[config.mk]
export PLATFORM = sky130hd
export DESIGN_NAME = seq_pattern_tx_flat
export DESIGN_NICKNAME = d
export VERILOG_FILES = /design/src/rtl/fsm_pkg.sv /design/src/rtl/seq_pattern_tx_if.sv /design/src/rtl/pattern_shift_reg.sv /design/src/rtl/seq_pattern_tx.sv /design/src/flat_wrapper.sv
export SDC_FILE = /design/constraint.sdc
export NUM_CORES = 1
export LEC_CHECK = 0
export ABC_AREA = 1
export CAP_MARGIN = 20
export CORE_UTILIZATION = 54
export CTS_BUF_LIST = sky130_fd_sc_hd__clkbuf_8 sky130_fd_sc_hd__clkbuf_16
export DETAILED_ROUTE_END_ITERATION = 12
export PLACE_DENSITY = 0.78
export SYNTH_ARGS = -nofsm -noshare
export SYNTH_HDL_FRONTEND = slang
export SYNTH_SLANG_ARGS = --single-unit
[constraint.sdc]
create_clock -name clk -period 1.9 [get_ports clk]
set_input_delay 0.475 -clock clk [delete_from_list [all_inputs] [get_ports clk]]
set_output_delay 0.475 -clock clk [all_outputs]
set_load 0.01 [all_outputs]
[src/rtl/fsm_pkg.sv]
// Shared definitions for the serial-detector FSM blocks and their pattern source.
// Holds the transmitter state type and its default frame constants.
package fsm_pkg;

  typedef enum logic [1:0] {
    IDLE = 2'd0,
    SEND = 2'd1,
    GAP  = 2'd2,
    DONE = 2'd3
  } tx_state_t;

  localparam logic [4:0] TX_PATTERN_DEF = 5'b11011;
  localparam int         TX_GAP_DEF     = 2;

endpackage

[src/rtl/seq_pattern_tx_if.sv]
// Control and serial-output bundle of seq_pattern_tx; master drives requests, slave is the transmitter.
// Bundle only, no latency; transmitter has no backpressure input.
interface seq_pattern_tx_if #(
  parameter int WIDTH = 5,
  parameter int REPW  = 4
);
  logic             start;
  logic [REPW-1:0]  reps;
  logic             pat_load;
  logic [WIDTH-1:0] pat_in;
  logic             out;
  logic             valid;
  logic             frame;
  logic             busy;
  logic             done;

  modport master (
    output start, reps, pat_load, pat_in,
    input  out, valid, frame, busy, done
  );

  modport slave (
    input  start, reps, pat_load, pat_in,
    output out, valid, frame, busy, done
  );
endinterface

[src/rtl/pattern_shift_reg.sv]
// Parallel-load, left-shifting register; the MSB flop is the serial tap and zeros fill from the LSB.
// One-cycle load/shift latency; load wins over shift, no backpressure.
module pattern_shift_reg #(
  parameter int WIDTH = 5
) (
  input  logic             clk,
  input  logic             rst,
  input  logic             load,
  input  logic             shift,
  input  logic [WIDTH-1:0] load_val,
  output logic             msb
);
  logic [WIDTH-1:0] q;

  always_ff @(posedge clk or posedge rst) begin
    if (rst) begin
      q <= '0;
    end else if (load) begin
      q <= load_val;
    end else if (shift) begin
      q <= {q[WIDTH-2:0], 1'b0};
    end
  end

  assign msb = q[WIDTH-1];
endmodule

[src/rtl/seq_pattern_tx.sv]
// Sends `reps` WIDTH-bit frames MSB-first with GAP idle zeros between; first bit one cycle after start.
// All outputs registered; no backpressure, start/pat_load are ignored unless idle.
module seq_pattern_tx #(
  parameter int               WIDTH   = 5,
  parameter logic [WIDTH-1:0] PATTERN = WIDTH'(fsm_pkg::TX_PATTERN_DEF),
  parameter int               GAP     = fsm_pkg::TX_GAP_DEF,
  parameter int               REPW    = 4
) (
  input logic             clk,
  input logic             rst,
  seq_pattern_tx_if.slave bus
);
  import fsm_pkg::*;

  localparam int            BW       = $clog2(WIDTH);
  localparam logic [BW-1:0] BIT_LAST = BW'(WIDTH - 1);
  localparam logic [3:0]    GAP_LAST = (GAP > 0) ? 4'(GAP - 1) : 4'd0;

  localparam tx_state_t ST_IDLE = IDLE;
  localparam tx_state_t ST_SEND = SEND;
  localparam tx_state_t ST_GAP  = fsm_pkg::GAP;
  localparam tx_state_t ST_DONE = DONE;

  tx_state_t        state, state_nxt;
  logic [BW-1:0]    bit_cnt, bit_nxt;
  logic [REPW-1:0]  frm_cnt, frm_nxt;
  logic [3:0]       gap_cnt, gap_nxt;
  logic [WIDTH-1:0] pat_reg, load_val;
  logic             sr_load, sr_shift;

  always_comb begin
    state_nxt = state;
    bit_nxt   = bit_cnt;
    frm_nxt   = frm_cnt;
    gap_nxt   = gap_cnt;
    load_val  = pat_reg;
    sr_load   = 1'b0;
    sr_shift  = 1'b0;
    case (state)
      ST_IDLE: begin
        if (bus.start && bus.reps != '0) begin
          state_nxt = ST_SEND;
          frm_nxt   = bus.reps;
          bit_nxt   = '0;
          sr_load   = 1'b1;
          // A same-cycle pattern load is the frame that goes out.
          if (bus.pat_load) load_val = bus.pat_in;
        end
      end
      ST_SEND: begin
        if (bit_cnt == BIT_LAST) begin
          bit_nxt = '0;
          frm_nxt = (frm_cnt != '0) ? frm_cnt - 1'b1 : frm_cnt;
          if (frm_cnt <= REPW'(1)) begin
            state_nxt = ST_DONE;
            sr_shift  = 1'b1;
          end else if (GAP == 0) begin
            sr_load = 1'b1;
          end else begin
            state_nxt = ST_GAP;
            gap_nxt   = '0;
            sr_shift  = 1'b1;
          end
        end else begin
          bit_nxt  = bit_cnt + 1'b1;
          sr_shift = 1'b1;
        end
      end
      ST_GAP: begin
        // The register has already shifted out to zeros; reload as the gap closes.
        if (gap_cnt == GAP_LAST) begin
          state_nxt = ST_SEND;
          sr_load   = 1'b1;
        end else begin
          gap_nxt = gap_cnt + 1'b1;
        end
      end
      ST_DONE: state_nxt = ST_IDLE;
      default: state_nxt = ST_IDLE;
    endcase
  end

  always_ff @(posedge clk or posedge rst) begin
    if (rst) begin
      state     <= ST_IDLE;
      bit_cnt   <= '0;
      frm_cnt   <= '0;
      gap_cnt   <= '0;
      pat_reg   <= PATTERN;
      bus.valid <= 1'b0;
      bus.frame <= 1'b0;
      bus.busy  <= 1'b0;
      bus.done  <= 1'b0;
    end else begin
      state   <= state_nxt;
      bit_cnt <= bit_nxt;
      frm_cnt <= frm_nxt;
      gap_cnt <= gap_nxt;
      if (state == ST_IDLE && bus.pat_load) pat_reg <= bus.pat_in;
      bus.valid <= (state_nxt == ST_SEND);
      bus.frame <= sr_load;
      bus.busy  <= (state_nxt == ST_SEND) || (state_nxt == ST_GAP);
      bus.done  <= (state_nxt == ST_DONE);
    end
  end

  // `out` is the shift register's MSB flop, so it is zero whenever no frame is in flight.
  pattern_shift_reg #(.WIDTH(WIDTH)) u_shift (
    .clk      (clk),
    .rst      (rst),
    .load     (sr_load),
    .shift    (sr_shift),
    .load_val (load_val),
    .msb      (bus.out)
  );
endmodule

[src/flat_wrapper.sv]
// flat-port wrapper written by rule: the top's interface ports become plain ports
module seq_pattern_tx_flat import fsm_pkg::*;
#(
  parameter int               WIDTH   = 5,
  parameter logic [WIDTH-1:0] PATTERN = WIDTH'(fsm_pkg::TX_PATTERN_DEF),
  parameter int               GAP     = fsm_pkg::TX_GAP_DEF,
  parameter int               REPW    = 4
)
  (clk, rst, bus_start, bus_reps, bus_pat_load, bus_pat_in, bus_out, bus_valid, bus_frame, bus_busy, bus_done);
  seq_pattern_tx_if #(.WIDTH(WIDTH), .REPW(REPW)) bus_i ();
  input logic clk;
  input logic rst;
  input wire logic [$bits(bus_i.start)-1:0] bus_start;
  input wire logic [$bits(bus_i.reps)-1:0] bus_reps;
  input wire logic [$bits(bus_i.pat_load)-1:0] bus_pat_load;
  input wire logic [$bits(bus_i.pat_in)-1:0] bus_pat_in;
  output wire logic [$bits(bus_i.out)-1:0] bus_out;
  output wire logic [$bits(bus_i.valid)-1:0] bus_valid;
  output wire logic [$bits(bus_i.frame)-1:0] bus_frame;
  output wire logic [$bits(bus_i.busy)-1:0] bus_busy;
  output wire logic [$bits(bus_i.done)-1:0] bus_done;
  assign bus_i.start = bus_start;
  assign bus_i.reps = bus_reps;
  assign bus_i.pat_load = bus_pat_load;
  assign bus_i.pat_in = bus_pat_in;
  assign bus_out = bus_i.out;
  assign bus_valid = bus_i.valid;
  assign bus_frame = bus_i.frame;
  assign bus_busy = bus_i.busy;
  assign bus_done = bus_i.done;
  seq_pattern_tx #(.WIDTH(WIDTH), .PATTERN(PATTERN), .GAP(GAP), .REPW(REPW)) u_core (.clk(clk), .rst(rst), .bus(bus_i));
endmodule
==> metrics <==
Min-Delay Path Class=reg2reg; VDD IR-drop max=0.0005789 V; Placement Cell Area=0.001724 mm2; WL per Instance=between 10 and 15 um; Antenna diodes=0; Final min period=about 1.6 ns; Worst-Skew Late Latency=0.27 ns; endpoint class of the critical path=primary output; synthesis-stage register bit count=27; cell family with the largest share of critical-path delay=buffers and inverters; required arrival time at the worst endpoint=around 1.4 ns; Setup Fix Bufs, Post-CTS=0; average cell area after synthesis=8.280 um2; clock transition at the register clock pins on the worst setup and hold paths after CTS=0.09 ns; highest cell delay on the worst timing path=0.53 ns; Reg2Reg Depth=9; estimated wirelength of the detail-placed design=2234 um; fraction of synthesis flops using an asynchronous set or reset pin=100.0%; cell area after layout=between 0.0015 and 0.002 mm2; final layout net count=225; Setup violations, final=0; post-synth design cell area=0.001474 mm2; number of instances resized during post-cts repair=0; hold slack=0.4818 ns; critical path depth in cells=1; TritonCTS Sinks=27; cell-internal power=0.7667 mW; largest net degree at the start of global routing=20; power share of the clock group=32.4%; share of layout cells above drive strength 1=13.30%; Area Growth Syn to Fin=20.03%; crit path max fanout=2; cell type of the slowest stage on the worst timing path=sky130_fd_sc_hd__clkdlybuf4s50_1; max-cap viol count=0; Overflow after GRT=0; Arrival @ worst endpoint=1.15 ns; ANT nets after route=0; Logic pwr share=7.4%; CTS Buf Count=3; slew of the pin with the lowest slew margin=between 0.4 and 0.5 ns; final core utilization=70.14%; max frequency=613.8 MHz; Buf+Inv Stages, Crit Path=1; worst clock skew on the final layout=0.001307 ns; Port Buffer Count=17; total die area=0.002943 mm2; RSZ-0062 raised after global routing=no; Initial DRC Count=17; total design power=0.9750 mW; initial core utilization=58.43%; Overall Global Routing Usage=22.50%; # rows=18; antenna violations before repair=0; Post-Route Setup TNS=0 ns; GPL Wtd Cong=roughly 0.8; Pre-Repair DR Iteration Count=4; Worst Setup Start Kind=register; clock tree from TritonCTS=done; cells traversed along the worst timing path=clkdlybuf4s50_1; Warnings, synthesis=0; Cells on Worst Hold Path=2; portion of total power attributed to sequential cells=60.2%; critical path class=reg2out; number of enable-type register cells in the synthesized netlist=0; share of the synthesized area in the top cell type=39.05%; DRC violation count after routing=0; final period utilization=between 80% and 90%; Clock Path Buffers=2; run status=finished clean; total vias in the final route=1201; leakage power summed over all cells=0.8687 nW; via count of the first global-routing pass=around 1100; worst-case headroom to the max-slew limit=just over 70%; synthesized instance count=178; post-synthesis net count=199; post-synthesis sequential area ratio=between 40 and 50%; Die Span X=54.25 um; leading area contributor after synthesis=sky130_fd_sc_hd__dfrtp_1; switching part of the total power=21.37%; wire length of the first global-routing pass=4712 um; number of H-tree levels=1; root buffer cell=sky130_fd_sc_hd__clkbuf_8; dominant cells by area after synthesis=sky130_fd_sc_hd__dfrtp_1, sky130_fd_sc_hd__nand2_1, sky130_fd_sc_hd__o21ai_0; Hold Buf Count CTS=0; vias per cell=5.155; # IOs=18; final slew viol count=0; most used flip-flop cell after synthesis=sky130_fd_sc_hd__dfrtp_1; endpoints failing hold=0; Total Routed Length=roughly 2900 um; total net switching power=0.2083 mW; floorplan core area=0.002522 mm2; Power per Cell Area=551.1 mW/mm2; vertical die dimension=between 50 and 60 um; number of distinct library cells after synthesis=26
==> layout make-up <==
cell class | instances | area (um2)
clock buffers | 3 | 41.29
clock inverters | 1 | 3.754
fillers | 213 | 753.2
inverters | 28 | 110.1
multi-input cells | 122 | 675.6
flip-flops and latches | 27 | 680.7
well taps | 30 | 37.54
repair buffers | 22 | 220.2
==> Yosys cell counts (2+ instances only) <==
library cell               instances
sky130_fd_sc_hd__nand3_1           9
sky130_fd_sc_hd__nand2_1          52
sky130_fd_sc_hd__xor2_1            2
sky130_fd_sc_hd__nor2_1            8
sky130_fd_sc_hd__dfrtp_1          23
sky130_fd_sc_hd__nor2_4            3
sky130_fd_sc_hd__dfstp_2           4
sky130_fd_sc_hd__inv_2             4
sky130_fd_sc_hd__a21oi_1           4
sky130_fd_sc_hd__o21ai_0          22
sky130_fd_sc_hd__inv_1            23
sky130_fd_sc_hd__ha_1              8
sky130_fd_sc_hd__o211ai_1          2
sky130_fd_sc_hd__nand2_2           2
==> worst paths after layout <==
kind                                                      start  slack (ns)                            end
worst max register to register    u_core.frm_cnt[0]$_DFFE_PP0P_        0.27  u_core.gap_cnt[1]$_DFFE_PP0P_
max in group asynchronous                                   rst        0.96  u_core.frm_cnt[0]$_DFFE_PP0P_
worst min register to register    u_core.pat_reg[2]$_DFFE_PP0P_        0.48  u_core.pat_reg[2]$_DFFE_PP0P_
min in group asynchronous                                   rst        0.50     u_core.bus.frame$_DFF_PP0_
worst min-delay path              u_core.pat_reg[2]$_DFFE_PP0P_        0.48  u_core.pat_reg[2]$_DFFE_PP0P_
worst max-delay path            u_core.u_shift.q[4]$_DFFE_PP0P_        0.27                        bus_out
==> per-layer routing <==
metal | part of all wire, % | wire length, um | track usage [%]
met5 | 0 | 0 | 0
met4 | 0.35 | 10 | 7.692
met3 | 1.3 | 38 | 2.778
met2 | 52 | 1490 | 41.26
met1 | 46 | 1316 | 26.76
==> cells by family (layout without fill, tap and decap cells) <==
group / Yosys count / in the layout / synth area share, %
fa+ha+maj: 8 / 8 / 6.791
buf+inv: 29 / 54 / 7.979
compound gates: 31 / 31 / 11.80
simple gates: 80 / 80 / 25.47
xor+xnor: 3 / 3 / 1.783
flops: 27 / 27 / 46.18
==> per-stage QoR <==
step	std cells	worst slack, ns
after floorplan	178	0.4646
after global placement	229	0.05700
after detailed placement	229	0.001487
after CTS	233	0.2521
after global routing	233	0.08943
final	233	0.2708
==> placed cells by master (no fill, tap or decap) <==
cell	instances
sky130_fd_sc_hd__xor2_1	2
sky130_fd_sc_hd__or2_2	1
sky130_fd_sc_hd__nor2_1	8
sky130_fd_sc_hd__xnor2_1	1
sky130_fd_sc_hd__inv_2	4
sky130_fd_sc_hd__o211ai_1	2
sky130_fd_sc_hd__o21ai_1	1
sky130_fd_sc_hd__nand3_1	9
sky130_fd_sc_hd__buf_12	1
sky130_fd_sc_hd__nor2_4	3
sky130_fd_sc_hd__inv_6	1
sky130_fd_sc_hd__a21oi_4	1
sky130_fd_sc_hd__dfrtp_1	23
sky130_fd_sc_hd__nand3b_1	1
sky130_fd_sc_hd__ha_1	8
sky130_fd_sc_hd__nand4_1	1
sky130_fd_sc_hd__nand2_1	52
sky130_fd_sc_hd__o21ai_0	22
sky130_fd_sc_hd__clkbuf_8	3
sky130_fd_sc_hd__clkdlybuf4s50_1	17
sky130_fd_sc_hd__o31ai_1	1
sky130_fd_sc_hd__dfstp_2	4
sky130_fd_sc_hd__nand3_4	1
sky130_fd_sc_hd__inv_1	24
sky130_fd_sc_hd__a21oi_1	4
sky130_fd_sc_hd__nand2_4	1
sky130_fd_sc_hd__buf_4	4
sky130_fd_sc_hd__nand2_2	2
sky130_fd_sc_hd__nand3_2	1
==> power groups by stage <==
| stage | Clock (mW) | Sequential (mW) | Combinational [mW] |
|---|---|---|---|
| 2_1_floorplan | 0 | 0.598 | 0.0304 |
| 3_3_place_gp | 0 | 0.598 | 0.0711 |
| 3_5_place_dp | 0 | 0.598 | 0.0727 |
| 4_1_cts | 0.330 | 0.587 | 0.0730 |
| 5_1_grt | 0.344 | 0.588 | 0.0810 |
| 6_report | 0.316 | 0.587 | 0.0717 |
==> worst reg2reg max path, stage by stage, from the launching register on <==
cell and delay, ns:
sky130_fd_sc_hd__dfrtp_1 0.38, sky130_fd_sc_hd__inv_1 0.08, sky130_fd_sc_hd__ha_1 0.23, sky130_fd_sc_hd__o21ai_0 0.35, sky130_fd_sc_hd__nand2_1 0.09, sky130_fd_sc_hd__nand2_1 0.07, sky130_fd_sc_hd__nand2_1 0.11, sky130_fd_sc_hd__inv_1 0.11
sky130_fd_sc_hd__nand3b_1 0.07, sky130_fd_sc_hd__o21ai_0 0.07
No activity file was read; power rests on OpenSTA's default activity.
==> variant 1 (same flow settings) <==
`REPW` is set to 4 in 3 places; all go to 3.
--- a/src/rtl/seq_pattern_tx_if.sv
+++ b/src/rtl/seq_pattern_tx_if.sv
@@ -2,7 +2,7 @@
 // Bundle only, no latency; transmitter has no backpressure input.
 interface seq_pattern_tx_if #(
   parameter int WIDTH = 5,
-  parameter int REPW  = 4
+  parameter int REPW  = 3
 );
   logic             start;
   logic [REPW-1:0]  reps;
--- a/src/rtl/seq_pattern_tx.sv
+++ b/src/rtl/seq_pattern_tx.sv
@@ -4,7 +4,7 @@
   parameter int               WIDTH   = 5,
   parameter logic [WIDTH-1:0] PATTERN = WIDTH'(fsm_pkg::TX_PATTERN_DEF),
   parameter int               GAP     = fsm_pkg::TX_GAP_DEF,
-  parameter int               REPW    = 4
+  parameter int               REPW    = 3
 ) (
   input logic             clk,
   input logic             rst,
--- a/src/flat_wrapper.sv
+++ b/src/flat_wrapper.sv
@@ -4,7 +4,7 @@
   parameter int               WIDTH   = 5,
   parameter logic [WIDTH-1:0] PATTERN = WIDTH'(fsm_pkg::TX_PATTERN_DEF),
   parameter int               GAP     = fsm_pkg::TX_GAP_DEF,
-  parameter int               REPW    = 4
+  parameter int               REPW    = 3
 )
   (clk, rst, bus_start, bus_reps, bus_pat_load, bus_pat_in, bus_out, bus_valid, bus_frame, bus_busy, bus_done);
   seq_pattern_tx_if #(.WIDTH(WIDTH), .REPW(REPW)) bus_i ();
Interface: changed (resized bus_reps); port bits go from 18 to 17. The function was not compared with the original's and may differ.
==> variant 1 against the original RTL <==
- synthesized area rose by 2.4%
- worst setup slack worse by 0.017 ns
- sequential share of layout area decreased by 2.1 points
- first-iteration DRC count is 5.9% higher
- sequential cell count shrank 1
- core utilization up 0.13 points
- cell area up 2.0%
- routed wire length decreased by 0.25%
- critical endpoint is now u_core.bus.busy$_DFF_PP0_
Power is not compared: it rests on default switching activity, and its combinational part moved more than twofold at a synthesized area within 25%.
==> variant 1: results (changes against the original RTL) <==
post-synthesis area per instance: 8.93 um^2 (+7.8%)
reg2reg start: u_core.bit_cnt[0]$_DFFE_PP0P_
sequential fraction of the synthesis area: 0.434 (-0.0273)
met1 Use GR: 0.259 (-0.00904)
Placement Cell Area: 0.00173 mm^2 (+0.51%)
dpl cells: 220 (-3.9%)
number of DRC markers in iteration 0: 18 (+1)
crit-path max FO: 4 (+2)
FILL cells: 211 (-0.94%)
drt wl/cell: 12.7 um (+3.8%)
global routing met3 resource utilization: 0.0333 (+0.00556)
Synth Area in Adders: 0.0746 (+0.00672)
status: completed
relative slew slack: 0.784 (+0.0767)
dpl ws: 0.00394 ns (+0.00246 ns)
most frequent cells after synthesis: nand2_1, dfrtp_1, inv_1
CP endpoint: u_core.bus.busy$_DFF_PP0_
GRT Resource Usage Total: 0.221 (-0.00403)
Routed WL: 2.85 mm (-0.25%)
FF-to-FF path depth: 8 (-1)
I/O Buffers: 16 (-1)
WL met2: 1.45 mm (-2.5%)
Synth cell types: 29 (+12%)
HPWL Detailed: 2.23 mm (-0.31%)
Synth Area in XOR/XNOR: 0.00580 (-0.0120)
Met3 Routed Length: 120 um (+220%)
CP delay by family, top: adder cells
Setup Skew: 0.00981 ns (+0.00851 ns)
final worst setup slack: 0.254 ns (-0.0172 ns)
wl on met1: 1.25 mm (-5.1%)
syn_nets: 190 (-4.5%)
DRT Pass-1 Iters: 4 (unchanged)
post-synthesis mux area share: 0 (unchanged)
via count: 1,180 (-1.7%)
critical-path cell with the highest stage delay: dfrtp_1
met2 Track Usage GR: 0.410 (-0.00296)
CP peak stage delay: 0.39 ns (-0.14 ns)
share of cells above drive strength 1: 0.232 (+0.0990)
Synth Area in Compound Gates: 0.141 (+0.0230)
gpl congestion: 0.829 (+4.7%)
Post-CTS Resized: 0 (unchanged)
[variant 1: cell count changes after synthesis, moves of 2 or more]
cell	before	now
nand2_1	52	31
o21ai_0	22	10
a21oi_1	4	10
nand3_1	9	15
inv_1	23	19
nand2_2	2	6
nor2_1	8	12
nor2_2	0	4
o211ai_2	0	3
o21ai_2	0	2
[variant 1: stage by stage]
step,hold WS [ns],util,power (W)
2_1_floorplan,0.442,-,0.00210
3_3_place_gp,0.459,0.675,0.00239
3_5_place_dp,0.476,0.675,0.00248
4_1_cts,0.491,0.703,0.00295
5_1_grt,0.503,0.703,0.00319
6_report,0.488,0.703,0.00293
[variant 1: how the worst min path moves through the flow]
stage	start	endpoint	slack (ns)	cells past startpoint
after floorplan	u_core.frm_cnt[2]$_DFFE_PP0P_	u_core.frm_cnt[2]$_DFFE_PP0P_	0.44	2
after global placement	u_core.pat_reg[4]$_DFFE_PP1P_	u_core.pat_reg[4]$_DFFE_PP1P_	0.46	2
after detailed placement	u_core.pat_reg[3]$_DFFE_PP1P_	u_core.pat_reg[3]$_DFFE_PP1P_	0.48	2
after CTS	u_core.pat_reg[3]$_DFFE_PP1P_	u_core.pat_reg[3]$_DFFE_PP1P_	0.49	2
after global routing	u_core.pat_reg[4]$_DFFE_PP1P_	u_core.pat_reg[4]$_DFFE_PP1P_	0.50	2
final	u_core.pat_reg[3]$_DFFE_PP1P_	u_core.pat_reg[3]$_DFFE_PP1P_	0.49	2
[variant 1: final cells by class]
type	instances	area, um^2	area share
Timing Repair Buffer	23	213	0.118
Tap cell	30	37.5	0.0208
Clock inverter	1	30.0	0.0166
Sequential cell	26	656	0.363
Inverter	23	88.8	0.0492
Multi-Input combinational cell	118	738	0.409
Clock buffer	3	41.3	0.0229
==> variant 2 (config.mk and constraints unchanged) <==
Without the edit above. Make the reset (`rst`) synchronous in 2 clocked blocks.
--- a/src/rtl/pattern_shift_reg.sv
+++ b/src/rtl/pattern_shift_reg.sv
@@ -12,7 +12,7 @@
 );
   logic [WIDTH-1:0] q;
 
-  always_ff @(posedge clk or posedge rst) begin
+  always_ff @(posedge clk) begin
     if (rst) begin
       q <= '0;
     end else if (load) begin
--- a/src/rtl/seq_pattern_tx.sv
+++ b/src/rtl/seq_pattern_tx.sv
@@ -80,7 +80,7 @@
     endcase
   end
 
-  always_ff @(posedge clk or posedge rst) begin
+  always_ff @(posedge clk) begin
     if (rst) begin
       state     <= ST_IDLE;
       bit_cnt   <= '0;
Behaviour: differs if rst is asserted again (counterexample within 4 cycles, from zero or initial values and one cycle with rst high); with rst held inactive, the same outputs for 10 cycles.
==> variant 2 against the original RTL <==
- sequential share of layout area shrank 8.8 points
- cell area increased by 3.0%
- worst setup slack lost 0.072 ns
- sequential cell count did not move
- hold slack hardly changed
- routed wire length grew 14%
- via count up 20%
- synthesized area increased by 3.5%
- clock skew increased by 0.0013 ns
- count of clock-buffer cells in the layout did not move
- die area rose by 3.3%
Power is not compared: it rests on default switching activity, and its combinational part moved more than twofold at a synthesized area within 25%.
==> variant 2: results (changes against the original RTL) <==
vias per inst: 5.21 (+1.1%)
Min Hold Slack: 0.482 ns (+0.000419 ns)
Setup crit start: u_core.frm_cnt[0]$_SDFFE_PP0P_
R2R Path End: u_core.bus.busy$_SDFF_PP0_
drt wl/cell: 11.7 um (-4.4%)
Arr. time, crit path: 1.87 ns (+0.72 ns)
Setup Skew: 0.00263 ns (+0.00132 ns)
critical-path cell with the highest stage delay: dfxtp_1
actual slew at the worst max-slew pin: 0.416 ns (-0.0223 ns)
most frequent cells after synthesis: nand2_1, inv_1, dfxtp_1
sequential fraction of the synthesis area: 0.354 (-0.107)
largest net degree at the start of global routing: 16 (-20%)
share of cells above drive strength 1: 0.158 (+0.0249)
FF-to-FF setup slack: 0.20 ns (-0.07 ns)
ys flop type: dfxtp_1
HPWL Detailed: 2.52 mm (+13%)
vias in the first global route: 1,353 (+18%)
FF-to-FF path depth: 11 (+2)
DRT Pass-1 Iters: 4 (unchanged)
Area contributors post-synth: dfxtp_1, nand2_1, inv_1, nand3_1, ha_1
met1 Use GR: 0.262 (-0.00558)
gpl congestion: 0.863 (+9.0%)
GRT Resource Usage Total: 0.245 (+0.0200)
met2 Track Usage GR: 0.478 (+0.0653)
worst min-delay path endpoint: u_core.u_shift.q[0]$_SDFFE_PP0P_
CP delay by family, top: adder cells
hold depth: 2 (unchanged)
status: completed
CP endpoint: u_core.bus.busy$_SDFF_PP0_
Hold WC Path Type: reg2reg
crit path kind: reg2reg
number of DRC markers in iteration 0: 22 (+5)
DRC: 0 (unchanged)
syn_nets: 242 (+22%)
Synth cell types: 25 (-3.8%)
Post-CTS Resized: 0 (unchanged)
NumNets Final: 269 (+20%)
reg2reg start: u_core.frm_cnt[0]$_SDFFE_PP0P_
first-pass GRT wire length: 5.31 mm (+13%)
-- variant 2: kinds of logic (layout without fill, tap and decap cells) --
group | Yosys count | after routing | share of synthesized area
DFF | 27 | 27 | 0.354
and+or+nand+nor | 111 | 111 | 0.340
muxes | 1 | 1 | 0.00656
AOI/OAI and AO/OA | 22 | 22 | 0.0902
xor gates and xnor gates | 3 | 3 | 0.0172
buffers and inverters | 49 | 75 | 0.126
adders and majority gates | 8 | 8 | 0.0656
-- variant 2: cell type report --
type                            count  area [um^2]
Timing Repair Buffer               26          238
Clock inverter                      1         5.00
Fill cell                         231          744
Tap cell                           30         37.5
Multi-Input combinational cell    145          792
Sequential cell                    27          541
Inverter                           45          169
Clock buffer                        3         41.3
-- variant 2: worst reg2reg max path: cells and delay by family, from the launching register on --
family	cells	cell delay [ns]
buffers and inverters	4	0.33
adder cells (fa/ha/maj)	2	0.55
flip-flops	1	0.40
AND/OR/NAND/NOR	5	0.32
-- variant 2: power by group through the flow --
stage	clock network (W)	logic [W]	registers (W)
after floorplan	0	0.000269	0.000660
after global placement	0	0.000385	0.000658
after detailed placement	0	0.000403	0.000661
after CTS	0.000336	0.000406	0.000648
after global routing	0.000357	0.000455	0.000654
final	0.000326	0.000404	0.000649
-- variant 2: metrics by stage --
stage,utilization,total power [W],worst slack [ns],std cells
detailed placement,0.692,0.00106,0.00418,273
finish,0.710,0.00138,0.198,277
CTS,0.710,0.00139,0.216,277
global route,0.710,0.00147,0.118,277
global placement,0.692,0.00104,0.0488,273
floorplan,-,0.000928,0.346,221
-- variant 2: per-layer routing --
metal / share of wire / wire length (um)
met1: 0.45 / 1450
met2: 0.51 / 1650
met3: 0.023 / 76
met4: 0.020 / 65
met5: 0 / 0
